**src/rtl/stack_seq.sv**
```systemverilog
// stack_seq - multi-cycle sequencer for the PUSH rp / POP rp / CALL / RET
// stack instructions.
//
// The CPU control FSM pulses start with op/rp while this block is idle, then
// waits for done. The sequencer drives the register file's single read port,
// its write port, its write enable, and its ext (INC/DEC/INC2) pair
// adjust. It also runs a byte-wide memory request/ready handshake. Memory
// addresses come from SP through the internal address register mar.
//
// Ports
//   clk, rst        clock, asynchronous active-high reset
//   start, op, rp   request: op 00 PUSH, 01 POP, 10 CALL, 11 RET;
//                   rp 00 BC, 01 DE, 10 HL, 11 WZ (PUSH/POP only)
//   busy            high in every state except IDLE
//   done, err       one-cycle completion pulse; err marks a memory timeout
//   rf_rd_sel       register-file read selector (rf_rdata is combinational)
//   rf_wr_sel       register-file write selector, also the ext target pair
//   rf_ext          00 none, 01 INC, 10 DEC, 11 INC2
//   rf_we, rf_wdata register-file write
//   mem_addr        byte address (always mar)
//   mem_wdata       write data, mem_we / mem_re request strobes
//   mem_rdata       read data, valid with mem_ready
//   mem_ready       access completes this cycle
//
// Selector encoding: pair index BC=0 DE=1 HL=2 WZ=3 PC=4 (SP=5).
//   hi byte {0,idx,0}, lo byte {0,idx,1}, pair {1,idx,0}.
module stack_seq #(
  parameter logic [4:0]  SP_SEL  = 5'b11010,
  parameter logic [4:0]  PC_SEL  = 5'b11000,
  parameter logic [4:0]  WZ_SEL  = 5'b10110,
  parameter int unsigned TIMEOUT = 255
) (
  input  logic        clk,
  input  logic        rst,
  input  logic        start,
  input  logic [1:0]  op,
  input  logic [1:0]  rp,
  output logic        busy,
  output logic        done,
  output logic        err,
  output logic [4:0]  rf_rd_sel,
  output logic [4:0]  rf_wr_sel,
  output logic [1:0]  rf_ext,
  output logic        rf_we,
  output logic [15:0] rf_wdata,
  input  logic [15:0] rf_rdata,
  output logic [15:0] mem_addr,
  output logic [7:0]  mem_wdata,
  output logic        mem_we,
  output logic        mem_re,
  input  logic [7:0]  mem_rdata,
  input  logic        mem_ready
);

  typedef enum logic [3:0] {
    S_IDLE, S_DEC1, S_ADDR, S_WRH, S_DEC2, S_WRL,
    S_LDPC, S_RDL,  S_RDH,  S_INC2, S_DONE
  } state_t;

  typedef struct packed {
    logic [1:0] op;
    logic [1:0] rp;
  } req_t;

  localparam logic [1:0] OP_CALL   = 2'b10;
  localparam logic [1:0] EXT_NONE  = 2'b00;
  localparam logic [1:0] EXT_DEC   = 2'b10;
  localparam logic [1:0] EXT_INC2  = 2'b11;

  // Wait counter wide enough to hold TIMEOUT-1; the access is abandoned on
  // the wait cycle that would make the count reach TIMEOUT.
  localparam int             CW     = (TIMEOUT > 1) ? $clog2(TIMEOUT + 1) : 1;
  localparam logic [CW-1:0]  T_LAST = (TIMEOUT > 0) ? CW'(TIMEOUT - 1) : '0;

  state_t         state, state_n;
  req_t           req;
  logic [15:0]    mar, mar_n;
  logic [CW-1:0]  tcnt, tcnt_n;
  logic           err_q, err_n;

  logic [2:0]     idx;
  logic [4:0]     hi_sel, lo_sel;
  logic           is_mem, timed_out;

  // CALL/RET always work on PC; PUSH/POP on the requested pair.
  assign idx       = req.op[1] ? 3'd4 : {1'b0, req.rp};
  assign hi_sel    = {1'b0, idx, 1'b0};
  assign lo_sel    = {1'b0, idx, 1'b1};
  assign is_mem    = (state == S_WRH) || (state == S_WRL) ||
                     (state == S_RDL) || (state == S_RDH);
  assign timed_out = (TIMEOUT != 0) && (tcnt == T_LAST);

  always_ff @(posedge clk or posedge rst) begin
    if (rst) begin
      state <= S_IDLE;
      req   <= '0;
      mar   <= '0;
      tcnt  <= '0;
      err_q <= 1'b0;
    end else begin
      state <= state_n;
      mar   <= mar_n;
      tcnt  <= tcnt_n;
      err_q <= err_n;
      if (state == S_IDLE && start) req <= {op, rp};
    end
  end

  always_comb begin
    state_n   = state;
    mar_n     = mar;
    err_n     = err_q;
    busy      = (state != S_IDLE);
    done      = 1'b0;
    err       = 1'b0;
    rf_rd_sel = SP_SEL;
    rf_wr_sel = SP_SEL;
    rf_ext    = EXT_NONE;
    rf_we     = 1'b0;
    rf_wdata  = '0;
    mem_addr  = mar;
    mem_wdata = '0;
    mem_we    = 1'b0;
    mem_re    = 1'b0;

    case (state)
      S_IDLE: begin
        if (start) begin
          // PUSH/CALL (op[0]=0) pre-decrement SP; POP/RET address first.
          state_n = op[0] ? S_ADDR : S_DEC1;
          err_n   = 1'b0;
        end
      end
      S_DEC1: begin
        rf_ext  = EXT_DEC;
        state_n = S_ADDR;
      end
      S_ADDR: begin
        // SP already reflects the DEC1 decrement on the push path.
        mar_n   = rf_rdata;
        state_n = req.op[0] ? S_RDL : S_WRH;
      end
      S_WRH: begin
        rf_rd_sel = hi_sel;
        mem_wdata = rf_rdata[7:0];
        mem_we    = 1'b1;
        if (mem_ready)      state_n = S_DEC2;
        else if (timed_out) begin state_n = S_DONE; err_n = 1'b1; end
      end
      S_DEC2: begin
        // mar tracks SP so the low byte goes to the second decremented slot.
        rf_ext  = EXT_DEC;
        mar_n   = mar - 16'd1;
        state_n = S_WRL;
      end
      S_WRL: begin
        rf_rd_sel = lo_sel;
        mem_wdata = rf_rdata[7:0];
        mem_we    = 1'b1;
        if (mem_ready)      state_n = (req.op == OP_CALL) ? S_LDPC : S_DONE;
        else if (timed_out) begin state_n = S_DONE; err_n = 1'b1; end
      end
      S_LDPC: begin
        rf_rd_sel = WZ_SEL;
        rf_wr_sel = PC_SEL;
        rf_we     = 1'b1;
        rf_wdata  = rf_rdata;
        state_n   = S_DONE;
      end
      S_RDL: begin
        mem_re = 1'b1;
        if (mem_ready) begin
          rf_wr_sel = lo_sel;
          rf_we     = 1'b1;
          rf_wdata  = {8'h00, mem_rdata};
          mar_n     = mar + 16'd1;
          state_n   = S_RDH;
        end else if (timed_out) begin
          state_n = S_DONE;
          err_n   = 1'b1;
        end
      end
      S_RDH: begin
        mem_re = 1'b1;
        if (mem_ready) begin
          rf_wr_sel = hi_sel;
          rf_we     = 1'b1;
          rf_wdata  = {8'h00, mem_rdata};
          state_n   = S_INC2;
        end else if (timed_out) begin
          state_n = S_DONE;
          err_n   = 1'b1;
        end
      end
      S_INC2: begin
        rf_ext  = EXT_INC2;
        state_n = S_DONE;
      end
      S_DONE: begin
        done    = 1'b1;
        err     = err_q;
        state_n = S_IDLE;
      end
      default: state_n = S_IDLE;
    endcase

    // Counter restarts on every state change, so each access gets a full
    // budget; it only advances while a memory state is stalled.
    tcnt_n = (is_mem && state_n == state) ? tcnt + 1'b1 : '0;
  end

endmodule

```
**config.mk**
```make
export PLATFORM = sky130hd
export DESIGN_NAME = stack_seq
export DESIGN_NICKNAME = d
export VERILOG_FILES = /design/src/rtl/stack_seq.sv
export SDC_FILE = /design/constraint.sdc
export NUM_CORES = 1
export LEC_CHECK = 0
export CORE_ASPECT_RATIO = 0.5
export CORE_UTILIZATION = 42
export CTS_CLUSTER_DIAMETER = 80
export CTS_CLUSTER_SIZE = 24
export DETAILED_ROUTE_END_ITERATION = 6
export MAX_ROUTING_LAYER = met4
export PLACE_DENSITY_LB_ADDON = 0.2
export SLEW_MARGIN = 5
export SYNTH_ARGS = -nofsm -noshare
export SYNTH_HDL_FRONTEND = slang
export SYNTH_SLANG_ARGS = --single-unit
```
**constraint.sdc**
```tcl
create_clock -name clk -period 2.6 [get_ports clk]
set_clock_uncertainty 0.1 [all_clocks]
set_input_delay 0.26 -clock clk [delete_from_list [all_inputs] [get_ports clk]]
set_output_delay 0.26 -clock clk [all_outputs]
set_load 0.02 [all_outputs]
```
==> flow_metrics.py, run 1 <==
metrics = {
    "run_status": {
        "status": "completed",
    },
    "cells_and_area": {
        "seq_area_um2": 827,
        "syn2layout_area_growth_pct": 53.7,
        "mostFrequentLayoutCell": "clkdlybuf4s50_1",
        "final_area_mm2": 0.00422,
        "layout-drive-gt1-share": 0.189,
        "post-route-util": 0.683,
        "fin_nets": 498,
        "final_cell_mix": "67 x clkdlybuf4s50_1, 36 x nor2_1, 36 x nand2_1",
        "final.fill_count": 510,
        "n_antenna_cell": 0,
        "multiInputGateArea_mm2": 0.00191,
        "instances_no_fill": 538,
    },
    "synth": {
        "synth_nets": 387,
        "ys_types": 58,
        "avgSynthCellArea_um2": 8.12,
        "seq_area_frac_synth": 0.301,
        "syn-instance-count": 338,
        "ys_warn_count": 0,
        "syn_area_mm2": 0.00275,
        "ys_seq_elements": 33,
    },
    "clock_tree": {
        "clock_path_buffers": 2,
        "htree_levels": 2,
        "cts_tree": "yes",
        "postCtsHoldBufs": 0,
        "clock_latency_ns": 0.29,
        "clkTransAtPathRegs_ns": 0.06,
        "cts_buffers": 5,
        "clock-sinks": 33,
        "cts_root_buf": "clkbuf_16",
    },
    "timing": {
        "whs_ns": 0.276,
        "final-hold-violation-count": 0,
        "worst_pin_slew_ns": 0.445,
        "fin_ws_ns": 0.0123,
        "tns_ns": 0,
        "timing.final.crit_period_ns": 2.59,
        "slew_headroom": 0.703,
        "slew_viol_final": 0,
        "finalSetupViolCount": 0,
        "rsz0062_at_grt": "true",
        "fin_crit_sh": 0.995,
        "fmax_ghz": 0.386,
    },
    "power": {
        "power_density_mw_per_mm2": 1380,
        "power_mw": 5.81,
        "leakage_nw": 1.93,
        "vdd_drop_max_v": 0.000686,
    },
    "global_route": {
        "antenna_found_initial": 0,
        "grt-ovfl-total": 0,
        "grt_max_degree": 34,
        "grt_first_pass_wirelength_um": 13600,
        "grt_pass1_vias": 2798,
        "grtUsageTotal": 0.266,
    },
    "worst_setup_path": {
        "slowest_delay_ns": 0.41,
        "r2r_cells": 10,
        "path_cells": "nor2b_4 -> nand3_4 -> ha_4 -> a21o_1 -> nand4_1 -> a21oi_2 -> o211ai_2 -> mux2i_1 -> nand2_1 -> o311ai_2",
        "cp_slowest_cell": "dfrtp_1",
        "rr_endpoint": "mem_addr[15]",
        "worstPathMaxFanout": 5,
        "cp-end-kind": "flip-flop",
        "cp-start-kind": "flip-flop",
        "cpLargestDelayFamily": "compound AO/OA/AOI/OAI gates",
        "crit_start": "state[3]",
        "cp_num_buf_inv": 0,
        "cp.required_ns": 2.69,
        "rrSetupSlack_ns": 0.01,
        "critPathArrivalTime_ns": 2.68,
        "r2r_start": "state[3]",
        "path_class": "flip-flop to flip-flop",
    },
    "floorplan": {
        "die_x_um": 116,
        "die_h_um": 59.2,
        "die-area_mm2": 0.00688,
        "num_rows": 20,
        "core_mm2": 0.00618,
        "start_util": 0.444,
        "io_pins": 90,
    },
    "placement": {
        "pre_cts_slack_ns": 0.0498,
        "portBuffers": 89,
        "dp.cells": 524,
        "gp_routability_congestion": 0.888,
        "dpl.hpwl_um": 6160,
        "place_area_mm2": 0.00385,
    },
    "route": {
        "drt_iter0_drc": 161,
        "dr.pass1.iters": 5,
        "totalWireLength_um": 8770,
        "top_layer_used": "met4",
        "drc_errors": 0,
        "wl_met3_um": 492,
        "via_per_inst": 5.51,
        "met2WireLength_um": 4250,
        "vias": 2963,
        "routedWlPerCell_um": 16.3,
        "wl_met1_um": 3850,
        "final_antenna_net_count": 0,
    },
    "hold_path": {
        "min_path_type": "input port to async pin",
    },
    "run": {
        "max_cap_viol_count": 0,
    },
}
synth_stat cells (all sizes together):
master  number  area share
o21a         2      0.0055
o31a         1      0.0032
nand3b       2      0.0055
a31oi        7       0.016
and2        12       0.029
o211ai       4       0.013
a21oi       39       0.075
or3          3      0.0068
xnor2        7       0.022
a21bo        1      0.0036
clkbuf       8       0.020
nor3         9       0.016
o22ai        2      0.0046
o221ai       1      0.0055
buf          7       0.015
a21boi       1      0.0027
o21bai       1      0.0027
o41ai        1      0.0032
ha          16       0.073
nand2       36       0.049
dfrtp       33        0.30
o311ai       1      0.0059
xor2        11       0.035
nor2        38       0.056
nor2b        2      0.0073
inv         13       0.018
o31ai        1      0.0027
nand3       14       0.029
nand4        1      0.0023
a21o         4       0.012
fa           1      0.0073
nor3b        1      0.0027
o21ai       21       0.040
a22oi        1      0.0027
a22o         8       0.026
mux2i        1      0.0036
a211oi       2      0.0073
nand2b       3      0.0068
mux2         6       0.025
and3        16       0.040
metal layers:
layer	vias to the layer above	global-route usage
met1	1432	0.336
met4	0	0.0879
met5	-	-
met3	17	0.0532
li1	1423	-
met2	91	0.432
layout make-up:
cell class | count | area share
multi-input cells | 278 | 0.453
repair buffers | 118 | 0.269
flip-flops and latches | 33 | 0.196
clock buffers | 5 | 0.0296
well taps | 88 | 0.0261
clock inverters | 3 | 0.0154
inverters | 13 | 0.0116
kinds of logic after synthesis:
group	share of synthesized area
compound gates	0.231
fa+ha+maj	0.0802
xor+xnor	0.0574
buf+inv	0.0524
simple gates	0.250
flops	0.301
mux	0.0283
power by group:
group	total [mW]	internal, mW	switching, mW	leakage [nW]
Clock	0.785	0.547	0.238	0.0938
Combinational	4.08	1.86	2.21	1.42
Sequential	0.950	0.714	0.236	0.413
Total	5.81	3.12	2.69	1.93
worst register-to-register path: stages (launching register included):
cell and delay (ns):
dfrtp_1 0.41, nor2b_4 0.21, nand3_4 0.18, ha_4 0.32
a21o_1 0.15, nand4_1 0.19, a21oi_2 0.28, o211ai_2 0.13
mux2i_1 0.21, nand2_1 0.10, o311ai_2 0.21
repair_timing:
item / CTS / global route
setup endpoints to repair: 22 / 20
pin swaps: 0 / 10
gates cloned: 0 / 1
setup buffers: 0 / 5
gates resized for setup: 16 / 35
registers in the layout, summed over array words and instances, names as in the netlist:
register and flops:
tcnt 8, req 4, mem_addr 16, err_q 1, state 4
worst max path at each step:
stage | cells after the start | slack [ns] | to
global placement | 10 | 0.14 | mem_addr[15]
floorplan | 11 | 0.02 | mem_addr[15]
CTS | 10 | 0.002 | mem_addr[15]
global route | 10 | -0.18 | mem_addr[15]
finish | 10 | 0.01 | mem_addr[15]
detailed placement | 10 | 0.05 | mem_addr[15]
Power figures use the tool's default switching activity.
==> inputs of run 2 (changes only) <==
SETUP_SLACK_MARGIN = 0.5   (was default)
==> run 2 against run 1 <==
Against the previous run:
- count of clock-buffer cells in the layout did not move
- die area did not move
- routed wire length increased by 2.2%
- flip-flop and latch count unchanged
- register-to-register slack better by 0.03 ns
- cell count grew 2.4%
- maximum frequency is 1.3% higher
- worst setup slack gained 0.034 ns
- worst hold slack improved by 0.0056 ns
- global-route usage down 0.099 points
- via count increased by 0.20%
- clock power down 26%
==> flow_metrics.py, run 2 (synthesis gave the netlist of run 1 again) <==
metrics = {
    "run_status": {
        "status": "completed",
    },
    "timing": {
        "final-hold-violation-count": 0,
        "rsz0062_at_grt": "true",
        "slew_headroom": 0.694,
        "slew_viol_final": 0,
        "fmax_ghz": 0.392,
        "timing.final.crit_period_ns": 2.55,
        "worst_pin_slew_ns": 0.459,
        "finalSetupViolCount": 0,
        "whs_ns": 0.282,
        "fin_crit_sh": 0.982,
    },
    "worst_setup_path": {
        "cp-start-kind": "flip-flop",
        "cp-end-kind": "flip-flop",
        "path_cells": "nor2b_4 -> buf_12 -> nand3_4 -> fa_2 -> a21oi_4 -> o221ai_2 -> a211oi_2 -> buf_4 -> xnor2_2 -> nand2_1 -> a21oi_2",
        "r2r_cells": 11,
        "critPathArrivalTime_ns": 2.67,
        "cp.required_ns": 2.71,
        "rrSetupSlack_ns": 0.05,
        "slowest_delay_ns": 0.42,
        "path_class": "flip-flop to flip-flop",
        "rr_endpoint": "mem_addr[10]",
        "r2r_start": "state[3]",
        "cp_num_buf_inv": 2,
        "cpLargestDelayFamily": "compound AO/OA/AOI/OAI gates",
        "worstPathMaxFanout": 5,
        "cp_slowest_cell": "fa_2",
    },
    "global_route": {
        "grtUsageTotal": 0.265,
        "grtUsageMet1": 0.328,
        "grt.met3_usage": 0.0481,
        "grt_pass1_vias": 2755,
        "grt-ovfl-total": 0,
        "met2_usage": 0.459,
        "top_usage_layer": "met2",
        "antenna_found_initial": 0,
        "grt_max_degree": 34,
        "grt_first_pass_wirelength_um": 13500,
    },
    "route": {
        "final_antenna_net_count": 0,
        "vias": 2969,
        "routedWlPerCell_um": 16.3,
        "totalWireLength_um": 8970,
        "via_per_inst": 5.39,
        "drt_iter0_drc": 123,
        "drc_errors": 0,
        "dr.pass1.iters": 4,
    },
    "floorplan": {
        "die-area_mm2": 0.00688,
        "start_util": 0.444,
        "core_mm2": 0.00618,
        "num_rows": 20,
        "io_pins": 90,
        "die_x_um": 116,
        "die_h_um": 59.2,
    },
    "cells_and_area": {
        "syn2layout_area_growth_pct": 63.4,
        "mostFrequentLayoutCell": "clkdlybuf4s50_1",
        "largest_reg_flops": 16,
        "post-route-util": 0.726,
        "layout-drive-gt1-share": 0.371,
        "final_cell_mix": "47 x clkdlybuf4s50_1, 33 x nand2_1, 31 x nor2_1, 31 x dfrtp_1, 31 x buf_4",
        "fin_nets": 511,
        "n_antenna_cell": 0,
    },
    "placement": {
        "portBuffers": 89,
        "gp_routability_congestion": 0.916,
        "dpl.hpwl_um": 6100,
    },
    "power": {
        "power_density_mw_per_mm2": 1400,
        "vdd_drop_max_v": 0.000581,
        "leakage_nw": 1.95,
    },
    "clock_tree": {
        "cts_root_buf": "clkbuf_16",
        "clock_path_buffers": 2,
        "htree_levels": 2,
        "postCtsHoldBufs": 0,
        "clkTransAtPathRegs_ns": 0.05,
        "cts_buffers": 5,
        "cts_tree": "yes",
        "clock_latency_ns": 0.29,
        "clock-sinks": 33,
    },
    "run": {
        "max_cap_viol_count": 0,
    },
    "hold_path": {
        "min_path_type": "input port to async pin",
    },
}
[run 2: cell count changes in the layout (fill, tap and decap cells not counted), sizes merged]
cell and delta:
buf +48, bufinv -2, clkbuf +5, clkdlybuf4s15 -1, clkdlybuf4s50 -20, clkinv +1
clkinvlp +1, dlygate4sd2 -12, dlymetal6s2s -7
[run 2: final cells by class]
type | instances | area, um2
clock buffers | 5 | 125
clock inverters | 3 | 17.5
fillers | 440 | 1700
well taps | 88 | 110
flip-flops and latches | 33 | 828
repair buffers | 131 | 1200
inverters | 13 | 53.8
multi-input cells | 278 | 2140
[run 2: what timing repair did]
| item | 4_1_cts | 5_1_grt |
|---|---|---|
| endpoints found under the setup margin | 53 | 47 |
| buffers inserted | 10 | 9 |
| gates resized for setup | 151 | 123 |
| pin swaps | 22 | 25 |
| cloned | 2 | 0 |
[run 2: where the power goes]
group | leakage (nW) | internal (mW) | switching [mW] | total, mW
Combinational | 1.47 | 2.26 | 2.50 | 4.76
Sequential | 0.411 | 0.716 | 0.224 | 0.940
Clock | 0.0696 | 0.351 | 0.233 | 0.583
Total | 1.95 | 3.33 | 2.95 | 6.28
[run 2: stage by stage]
stage / worst slack, ns / instances / area (um2) / power, mW / TNS [ns]
floorplan: 0.117 / 338 / 2780 / 3.43 / 0
global placement: 0.151 / 522 / 3860 / 4.56 / 0
detailed placement: 0.0737 / 522 / 3860 / 4.64 / 0
CTS: 0.0881 / 542 / 4250 / 5.67 / 0
global route: -0.0829 / 551 / 4480 / 6.69 / -0.210
finish: 0.0459 / 551 / 4480 / 6.28 / 0
[run 2: how the worst max path moves through the flow]
stage	slack (ns)	startpoint	depth (start not counted)	endpoint
after CTS	0.09	state[3]	11	mem_addr[12]
after global routing	-0.08	state[2]	10	mem_addr[15]
after floorplan	0.12	state[3]	11	mem_addr[15]
after detailed placement	0.07	state[3]	10	mem_addr[15]
after global placement	0.15	state[3]	10	mem_addr[15]
final	0.05	state[3]	11	mem_addr[10]
[run 2: worst min-delay path: stages]
cell and delay (ns):
clkdlybuf4s50_1 0.39, inv_1 0.05, buf_4 0.39
[run 2: metal layers]
metal | vias up | routed length [um]
met1 | 1441 | 3950
li1 | 1458 | -
met3 | 10 | 348
met4 | 0 | 89
met2 | 60 | 4580
met5 | - | 0
==> inputs of run 3 (changes only) <==
ABC_AREA = 0   (was default)
CORE_UTILIZATION = 47   (was 42)
clock period = 2.7 ns   (was 2.6 ns; I/O delays follow)
==> run 3 against run 2 <==
Against the previous run:
- routed wire length fell by 9.5%
- critical path type unchanged
- cell count fell by 5.8%
- maximum frequency rose by 0.98%
- global-route usage rose by 1.8 points
- final area fell by 10%
- sequential power fell by 5.5%
- worst setup slack improved by 0.12 ns
- power fell by 18%
- register-to-register slack improved by 0.12 ns
- non-clock buffer count fell by 16
- highest routed layer unchanged
- count of clock-buffer cells in the layout rose by 1
==> flow_metrics.py, run 3 (synthesis gave the netlist of run 1 again) <==
metrics = {
    "run_status": {
        "status": "completed",
    },
    "timing": {
        "fin_crit_sh": 0.937,
        "tns_ns": 0,
        "fin_ws_ns": 0.171,
        "final-hold-violation-count": 0,
        "fmax_ghz": 0.395,
        "whs_ns": 0.278,
        "finalSetupViolCount": 0,
        "slew_headroom": 0.695,
        "slew_viol_final": 0,
        "timing.final.crit_period_ns": 2.53,
        "rsz0062_at_grt": "true",
        "worst_pin_slew_ns": 0.458,
    },
    "hold_path": {
        "min_path_type": "input port to async pin",
    },
    "cells_and_area": {
        "layout-drive-gt1-share": 0.242,
        "final_cell_mix": "48 x clkdlybuf4s50_1, 36 x nor2_1, 36 x nand2_1",
        "final.fill_count": 433,
        "largest_reg_flops": 16,
        "final_area_mm2": 0.00403,
        "syn2layout_area_growth_pct": 46.9,
        "instances_no_fill": 519,
        "n_antenna_cell": 0,
        "fin_nets": 494,
        "mostFrequentLayoutCell": "clkdlybuf4s50_1",
        "post-route-util": 0.725,
    },
    "worst_setup_path": {
        "path_class": "flip-flop to flip-flop",
        "critPathArrivalTime_ns": 2.61,
        "cp_slowest_cell": "dfrtp_1",
        "slowest_delay_ns": 0.42,
        "path_cells": "nor2b_4 -> nand3_4 -> buf_12 -> ha_1 -> a21o_1 -> nand4_1 -> a21oi_2 -> o211ai_2 -> mux2i_1 -> nand2_1 -> o311ai_2",
        "cp-end-kind": "flip-flop",
        "cp.required_ns": 2.78,
        "worstPathMaxFanout": 11,
        "cp-start-kind": "flip-flop",
    },
    "route": {
        "drt_iter0_drc": 125,
        "routedWlPerCell_um": 15.6,
        "totalWireLength_um": 8110,
        "drc_errors": 0,
        "vias": 2894,
        "dr.pass1.iters": 5,
        "via_per_inst": 5.58,
        "final_antenna_net_count": 0,
    },
    "run": {
        "max_cap_viol_count": 0,
    },
    "floorplan": {
        "die_x_um": 110,
        "die-area_mm2": 0.00617,
        "io_pins": 90,
        "start_util": 0.493,
        "core_mm2": 0.00556,
        "num_rows": 19,
        "die_h_um": 56.0,
    },
    "placement": {
        "dp.cells": 499,
        "portBuffers": 89,
        "place_area_mm2": 0.00378,
        "dpl.hpwl_um": 5810,
        "gp_routability_congestion": 0.914,
        "pre_cts_slack_ns": 0.109,
    },
    "power": {
        "power_mw": 5.18,
        "power_density_mw_per_mm2": 1280,
        "leakage_nw": 1.77,
        "vdd_drop_max_v": 0.000919,
    },
    "clock_tree": {
        "clock_latency_ns": 0.29,
        "clkTransAtPathRegs_ns": 0.06,
        "cts_root_buf": "clkbuf_16",
        "cts_tree": "yes",
        "htree_levels": 2,
        "clock_path_buffers": 2,
        "postCtsHoldBufs": 0,
        "clock-sinks": 33,
        "cts_buffers": 5,
    },
    "global_route": {
        "antenna_found_initial": 0,
        "grt-ovfl-total": 0,
        "grt_first_pass_wirelength_um": 12900,
        "grtUsageTotal": 0.283,
        "grt_max_degree": 34,
        "grt_pass1_vias": 2731,
    },
}
==> run 3: cell types whose count changed in the layout (fill, tap and decap cells not counted), sizes merged <==
cell	delta
clkdlybuf4s15	+15
dlymetal6s2s	-1
buf	-47
dlygate4sd2	+11
clkdlybuf4s50	+1
clkinvlp	-1
nand3	-1
clkbuf	+6
==> run 3: cell type report <==
cell class              instances  area (um2)  area share
clock buffers                   6         129      0.0320
clock inverters                 2        10.0     0.00248
multi-input cells             277        1880       0.465
repair buffers                115        1050       0.260
inverters                      13        48.8      0.0121
flip-flops and latches         33         828       0.205
well taps                      73        91.3      0.0226
==> run 3: routing by layer <==
| metal | global-route usage | vias up | wire, um |
|---|---|---|---|
| met5 | - | - | 0 |
| li1 | - | 1410 | - |
| met2 | 0.427 | 77 | 3910 |
| met3 | 0.0773 | 12 | 434 |
| met4 | 0.128 | 0 | 140 |
| met1 | 0.355 | 1395 | 3630 |
==> run 3: path summary, 6_finish.rpt <==
check	end	startpoint	cells after the start	slack, ns
worst max-delay path	mem_addr[15]	state[3]	11	0.17
worst min-delay path	mem_addr[0]	rst	3	0.28
worst max register to register	mem_addr[15]	state[3]	11	0.17
worst min register to register	err_q	err_q	2	0.36
max in group asynchronous	state[1]	rst	3	1.85
min in group clk	err_q	err_q	2	0.36
==> run 3: worst max-delay path: cells and delay by family (launching register included) <==
family | cells | cell delay (ns)
AO/OA/AOI/OAI | 4 | 0.71
AND/OR/NAND/NOR | 4 | 0.48
flip-flops | 1 | 0.42
adder cells (fa/ha/maj) | 1 | 0.29
multiplexers | 1 | 0.27
buffers and inverters | 1 | 0.16
==> run 3: repair_timing <==
action | CTS | global route
endpoints found under the hold margin | 0 | 0
buffers inserted | 8 | 3
gates cloned | 0 | 1
pin swaps | 12 | 8
gates resized for setup | 90 | 41
setup endpoints to repair | 55 | 50
==> run 3: report_power, final <==
group / internal [mW] / leakage (nW) / total [mW] / switching [mW]
combinational: 1.67 / 1.29 / 3.73 / 2.06
clock: 0.338 / 0.0706 / 0.559 / 0.221
sequential: 0.690 / 0.411 / 0.888 / 0.198
total: 2.70 / 1.77 / 5.18 / 2.48
